## config.mk

```make
export PLATFORM = sky130hd
export DESIGN_NAME = ysyx_23060124_wbu_stage
export DESIGN_NICKNAME = d
export VERILOG_FILES = /design/src/rtl/ysyx_23060124_wbu_stage_pkg.sv /design/src/rtl/ysyx_23060124_wbu_npc.sv /design/src/rtl/ysyx_23060124_wbu_stage.sv
export SDC_FILE = /design/constraint.sdc
export NUM_CORES = 1
export LEC_CHECK = 0
export BUFFER_PORTS_ARGS = -buffer_cell sky130_fd_sc_hd__buf_2
export CORE_AREA = 2 2 173 175
export DETAILED_ROUTE_END_ITERATION = 6
export DIE_AREA = 0 0 175 177
export PLACE_DENSITY_LB_ADDON = 0.25
export SLEW_MARGIN = 20
export SYNTH_ARGS = -nofsm -noshare
export SYNTH_HDL_FRONTEND = slang
export SYNTH_SLANG_ARGS = --single-unit
```

## constraint.sdc

```tcl
create_clock -name clk -period 21.8 [get_ports clk]
set_input_delay 4.36 -clock clk [delete_from_list [all_inputs] [get_ports clk]]
set_output_delay 4.36 -clock clk [all_outputs]
set_load 0.02 [all_outputs]
```

## src/rtl/ysyx_23060124_wbu_stage_pkg.sv

```systemverilog
// Shared write-back stage constants and the decoded control-flag bundle.
// Default widths and reset PC live here so that EXU, WBU and PCU agree on them.
package ysyx_23060124_wbu_stage_pkg;

    localparam int          WBU_XLEN     = 32;
    localparam logic [31:0] WBU_RESET_PC = 32'h8000_0000;
    localparam int          WBU_RD_W     = 5;
    localparam int          WBU_CNT_W    = 64;

    // Slot occupancy.
    localparam logic [0:0] ST_EMPTY = 1'b0;
    localparam logic [0:0] ST_FULL  = 1'b1;

    typedef struct packed {
        logic wen;
        logic brch;
        logic jal;
        logic jalr;
        logic csrr;
        logic mret;
        logic ecall;
    } wbu_flags_t;

endpackage

```

## src/rtl/ysyx_23060124_wbu_npc.sv

```systemverilog
// Combinational next-PC selection for the held write-back entry.
// A taken jal/jalr/branch whose target is not word aligned is diverted to mtvec.
module ysyx_23060124_wbu_npc #(
    parameter int XLEN = 32
) (
    input  logic            jal,
    input  logic            jalr,
    input  logic            brch,
    input  logic            ecall,
    input  logic            mret,
    input  logic [XLEN-1:0] pc,
    input  logic [XLEN-1:0] rs1,
    input  logic [XLEN-1:0] imm,
    input  logic [XLEN-1:0] res,
    input  logic [XLEN-1:0] mepc,
    input  logic [XLEN-1:0] mtvec,
    output logic [XLEN-1:0] npc,
    output logic [XLEN-1:0] pc_seq,
    output logic            misalign
);

    logic [XLEN-1:0] pc_rel;
    logic [XLEN-1:0] target;
    logic            taken;

    assign pc_seq = pc + XLEN'(4);
    assign pc_rel = pc + imm;

    always_comb begin
        target = pc_rel;
        taken  = 1'b0;
        if (jal) begin
            taken = 1'b1;
        end else if (jalr) begin
            target = (rs1 + imm) & {{(XLEN-1){1'b1}}, 1'b0};
            taken  = 1'b1;
        end else if (brch && (res != '0)) begin
            taken = 1'b1;
        end
    end

    assign misalign = taken && (target[1:0] != 2'b00);

    always_comb begin
        npc = pc_seq;
        if (taken) begin
            npc = misalign ? mtvec : target;
        end else if (ecall) begin
            npc = mtvec;
        end else if (mret) begin
            npc = mepc;
        end
    end

endmodule

```

## src/rtl/ysyx_23060124_wbu_stage.sv

```systemverilog
// Registered one-entry write-back slot between EXU and PCU/regfile; a new entry
// can replace the committing one in the same cycle, so throughput is 1 instr/cycle.
module ysyx_23060124_wbu_stage
    import ysyx_23060124_wbu_stage_pkg::*;
#(
    parameter int              XLEN     = WBU_XLEN,
    parameter logic [XLEN-1:0] RESET_PC = XLEN'(WBU_RESET_PC),
    parameter int              RD_W     = WBU_RD_W,
    parameter int              CNT_W    = WBU_CNT_W
) (
    input  logic             clk,
    input  logic             i_rst_wbu,
    input  logic             i_pre_valid,
    output logic             o_pre_ready,
    input  logic             i_wen,
    input  logic             i_brch,
    input  logic             i_jal,
    input  logic             i_jalr,
    input  logic             i_csrr,
    input  logic             i_mret,
    input  logic             i_ecall,
    input  logic [RD_W-1:0]  i_rd,
    input  logic [XLEN-1:0]  i_pc,
    input  logic [XLEN-1:0]  i_rs1,
    input  logic [XLEN-1:0]  i_imm,
    input  logic [XLEN-1:0]  i_res,
    input  logic [XLEN-1:0]  i_mepc,
    input  logic [XLEN-1:0]  i_mtvec,
    input  logic [XLEN-1:0]  i_csr_rdata,
    output logic [XLEN-1:0]  o_pc_next,
    output logic             o_pc_valid,
    input  logic             i_pc_ready,
    output logic [RD_W-1:0]  o_rd_waddr,
    output logic [XLEN-1:0]  o_rd_wdata,
    output logic             o_wbu_wen,
    output logic [XLEN-1:0]  o_csr_wdata,
    output logic             o_csr_wen,
    output logic             o_misalign,
    output logic [CNT_W-1:0] o_retire_cnt
);

    logic [0:0]      state;
    wbu_flags_t      flags_q;
    logic [RD_W-1:0] rd_q;
    logic [XLEN-1:0] pc_q, rs1_q, imm_q, res_q, mepc_q, mtvec_q, csr_rdata_q;
    logic [CNT_W-1:0] retire_cnt;

    logic            commit;
    logic            capture;
    logic [XLEN-1:0] npc;
    logic [XLEN-1:0] pc_seq;
    logic            misalign;

    assign commit      = (state == ST_FULL) && i_pc_ready;
    assign o_pre_ready = (state == ST_EMPTY) || commit;
    assign capture     = i_pre_valid && o_pre_ready;

    always_ff @(posedge clk or posedge i_rst_wbu) begin
        if (i_rst_wbu) begin
            state <= ST_EMPTY;
        end else if (capture) begin
            state <= ST_FULL;
        end else if (commit) begin
            state <= ST_EMPTY;
        end
    end

    always_ff @(posedge clk or posedge i_rst_wbu) begin
        if (i_rst_wbu) begin
            flags_q     <= '0;
            rd_q        <= '0;
            pc_q        <= '0;
            rs1_q       <= '0;
            imm_q       <= '0;
            res_q       <= '0;
            mepc_q      <= '0;
            mtvec_q     <= '0;
            csr_rdata_q <= '0;
        end else if (capture) begin
            flags_q     <= '{wen: i_wen, brch: i_brch, jal: i_jal, jalr: i_jalr,
                             csrr: i_csrr, mret: i_mret, ecall: i_ecall};
            rd_q        <= i_rd;
            pc_q        <= i_pc;
            rs1_q       <= i_rs1;
            imm_q       <= i_imm;
            res_q       <= i_res;
            mepc_q      <= i_mepc;
            mtvec_q     <= i_mtvec;
            csr_rdata_q <= i_csr_rdata;
        end
    end

    always_ff @(posedge clk or posedge i_rst_wbu) begin
        if (i_rst_wbu) begin
            retire_cnt <= '0;
        end else if (commit) begin
            retire_cnt <= retire_cnt + CNT_W'(1);
        end
    end

    ysyx_23060124_wbu_npc #(.XLEN(XLEN)) u_npc (
        .jal      (flags_q.jal),
        .jalr     (flags_q.jalr),
        .brch     (flags_q.brch),
        .ecall    (flags_q.ecall),
        .mret     (flags_q.mret),
        .pc       (pc_q),
        .rs1      (rs1_q),
        .imm      (imm_q),
        .res      (res_q),
        .mepc     (mepc_q),
        .mtvec    (mtvec_q),
        .npc      (npc),
        .pc_seq   (pc_seq),
        .misalign (misalign)
    );

    // Strobes fire only in the commit cycle; a misaligned target suppresses all writes.
    assign o_pc_valid   = (state == ST_FULL);
    assign o_pc_next    = o_pc_valid ? npc : RESET_PC;
    assign o_rd_waddr   = rd_q;
    assign o_rd_wdata   = (flags_q.jal || flags_q.jalr) ? pc_seq :
                          flags_q.csrr ? csr_rdata_q : res_q;
    assign o_wbu_wen    = commit && flags_q.wen && (rd_q != '0) && !misalign;
    assign o_csr_wdata  = res_q;
    assign o_csr_wen    = commit && flags_q.csrr && !misalign;
    assign o_misalign   = commit && misalign;
    assign o_retire_cnt = retire_cnt;

endmodule

```

==> results summary <==
The signal on the critical path passes through buf_2, nand2_1, a21oi_1, o311a_1, buf_2. The area enclosed by the die boundary came out at 0.03098 mm^2. The total number of vias came out at 14,200.

The switching share of power is 37.20%. For the pin with the worst max-slew slack, the measured transition is 1009 ps. Setup repair after global routing left no endpoint under its margin.

The achievable clock frequency is 101.9 MHz. The mean routed wirelength per cell came out at 21.57 um. Counting instances in the post-synthesis netlist gives the leading cell types as dfrtp_1 (301), mux2_2 (250), nand2_1 (113), a21oi_1 (104), xnor2_1 (98). From left edge to right edge, the die measures 175 um. The post-detailed-placement half-perimeter wirelength came out at 38,280 um. The clock slew seen by the registers of the worst setup and hold paths is 60 ps.

For this block, the routed nets add up to 51,360 um of wire. Grouping stages by cell kind, the critical path spends the most delay in compound AO/OA/AOI/OAI gates. By area the synthesized netlist is led by dfrtp_1 (44%), mux2_2 (17%), xnor2_1 (5.0%). The total of cells resized after clock tree synthesis is 0. The die span in y is 177 um. The TritonCTS buffer count came out at 31.

The number of hold buffers added after CTS was 0. The fraction of the core area covered by cells at the end of the flow is 70.00%. The max-slew violation total from the final report is 0. The critical-path maximum fanout is 5. The relative slew slack came out at 32.72%.

Of the total power, the clock network draws 27.8%. In the final layout, the multi-input gates occupy 0.009121 mm^2. The worst hold path belongs to the class register to register. The initial utilization of the core area, before any placement, comes to 58.13%. The total negative slack for setup checks is 0 ps. Summed over all instances, the cell type with the most area after synthesis is dfrtp_1. Data on the critical path is required at its endpoint by 17,440 ps. The via count of the first global-routing pass came out at 13,810. The number of flops mapped to enable cells by yosys is 0. During placement, the flow inserted port buffers numbering 409.

The post-synth design cell area is 0.01700 mm^2. The first-pass GRT wire length is 77,390 um. The filler cell count in the final layout is 2,233. The row count came out at 63. The number of antenna violations at the first check in global routing came out at 13. The max-capacitance violation count is 0.

The worst clock skew on the final layout is 6.543 ps. The H-tree depth came out at 1. Synthesis produced a netlist whose cell count is 1,574. The core region is 0.02924 mm^2.

The number of endpoints failing setup at the final stage is 0. The run finished with clean final reports. The via-per-instance ratio came out at 5.965. The overall fraction of global-route tracks in use came out at 32.27%.

The number of nets in the synthesized netlist is 1,879. The maximum vdd drop came out at 89.36 uV. The area used by sequential logic in the layout came out at 0.007535 mm^2.

The part of the Yosys area used for sequential elements is 44.31%. The maximum number of pins on one net before global-route repair came out at 186. The number of placed I/O pins came out at 410. The number of buffers inserted to repair setup after CTS is 0. The cell sitting at the root of the clock tree is a clkbuf_16.

The sum of overflow across all layers after global routing came out at 0. The internal power consumption is 1246 uW. The final-stage net count is 2,262. STA classifies the critical path startpoint as an input port. The final hold slack came out at 472.4 ps. The count of final hold-check violations is 0.

The final antenna-violating net count is 0. The total net switching power came out at 738.0 uW. The fraction of final layout cells with drive strength greater than 1 came out at 37.37%.

TritonCTS built the clock tree. The commonest register cell after synthesis is dfrtp_1. The most common cell in the synthesized netlist is dfrtp_1.

The largest single stage delay on the critical path is 390 ps. In this run the biggest area consumer among cell types represents 44.31% of the synthesized area. Yosys mapped the design onto 72 distinct sky130hd cell types.

The CTS sink count came out at 301. After layout, the minimum clock period comes to 9812 ps. Dividing the synthesized area by the synthesized cell count gives 10.80 um^2.

At the end of routability-driven placement, the weighted congestion stood at 0.9322. The relative area change from synthesis to final layout came out at 20.43%. The clock latency at the later pin of the worst-skew pair came out at 580 ps. In this run, the combinational gates consume 36.4% of the power. The slowest library cell on the worst path is a21oi_1.

After synthesis the netlist holds a flip-flop and latch count of 301. Counting both buffers and inverters, the worst setup path holds a total of 2. The fraction of synthesis flops using an asynchronous set or reset pin came out at 100.0%. The final critical-path share of the clock period is 45.01%. The most repeated library cell on the critical path is buf_2. The first detailed-routing pass ran for 5 iterations. Power spread over the standard cell area amounts to 96.92 mW/mm^2.

The worst setup path is captured at a primary output. The worst setup path is of the input port to primary output kind. The number of synthesis warnings is 0. The leakage dissipation came out at 0.009576 uW.

No sink is reached through more buffers than the 3 on the longest clock path. The share of total power dissipated in sequential elements is 35.7%. The critical path arrival is 5450 ps.

The violation count after the first detailed-route iteration came out at 1,027. In the routed design, unresolved DRC markers number 0.
==> metal layers <==
layer  part of all wire [%]  global-route usage [%]
met1                     42                   43.92
met5                  0.041                       0
met3                    6.9                   5.541
met2                     47                   52.55
met4                    3.7                   11.18
==> area by class of cell <==
cell class	count	area share [%]
clock inverter	15	0.8068
clock buffer	41	4.364
inverter	27	0.5317
multi-input combinational	1179	44.56
sequential	301	36.81
tap	390	2.384
antenna	11	0.1345
timing repair buffer	417	10.41
==> logic make-up (layout without fill, tap and decap cells) <==
logic type	after synthesis	in the layout	synth area share, %
muxes	287	287	18.75
other	0	11	0
DFF	301	301	44.31
xor gates and xnor gates	143	143	7.368
adders and majority gates	65	65	4.873
and+or+nand+nor	388	388	11.08
buffers and inverters	94	500	2.120
AOI/OAI and AO/OA	296	296	11.50
==> path summary, 6_finish.rpt <==
path	startpoint	to	slack, ps	cells past startpoint
max	i_pc_ready	o_wbu_wen	11990	5
min	o_retire_cnt[63]	o_retire_cnt[63]	470	1
max reg2reg	o_pc_valid	o_retire_cnt[57]	18980	9
min reg2reg	o_retire_cnt[63]	o_retire_cnt[63]	470	1
max in group asynchronous	i_rst_wbu	flags_q[1]	16240	3
min in group asynchronous	i_rst_wbu	o_retire_cnt[18]	3930	2
==> power groups by stage <==
stage,clock [uW],sequential [uW],combinational (uW)
floorplan,0,701,491
global placement,0,711,700
detailed placement,0,716,708
CTS,559,707,715
global route,578,718,781
finish,552,709,722
==> worst register-to-register path, stage by stage, from the launching register on <==
cell and delay [ps]:
dfrtp_1 380, nand2_1 220, nor2_1 250, nand3_1 260, nor2_2 450, nand2_1 200, nor2_1 370, nand2_1 220
nor2_1 200, xor2_1 190
==> state kept, by name, indices dropped and copies added, names as in the netlist <==
register / count
flags_q: 7
imm_q: 32
o_pc_valid: 1
csr_rdata_q: 32
mtvec_q: 32
o_csr_wdata: 32
o_retire_cnt: 64
mepc_q: 32
pc_q: 32
o_rd_waddr: 5
rs1_q: 32
==> through the flow <==
stage,total power [uW],setup WS [ps],cells,area (um^2)
6_report,1984,11990,2381,20470
3_5_place_dp,1424,12010,2314,19380
4_1_cts,1981,11980,2370,20440
3_3_place_gp,1411,11970,2314,19380
5_1_grt,2077,11980,2380,20470
2_1_floorplan,1192,9122,1574,17000
==> cells in the final DEF, fill, tap and decap left out, drive strengths merged, types with 13 or more instances in the layout <==
cell | netlist | final
xnor2 | 98 | 98
o221ai | 17 | 17
nor2 | 89 | 89
o21ai | 45 | 45
mux2 | 251 | 251
inv | 27 | 28
nand2 | 113 | 113
a221oi | 13 | 13
nand4 | 27 | 27
nor2b | 18 | 18
nand3 | 60 | 60
buf | 7 | 417
nor3 | 13 | 13
mux2i | 36 | 36
and3 | 15 | 15
dfrtp | 301 | 301
a211oi | 21 | 21
a21oi | 106 | 106
xor2 | 45 | 45
ha | 63 | 63
a21o | 29 | 29
clkbuf | 60 | 41
No activity file was read; power rests on OpenSTA's default activity.
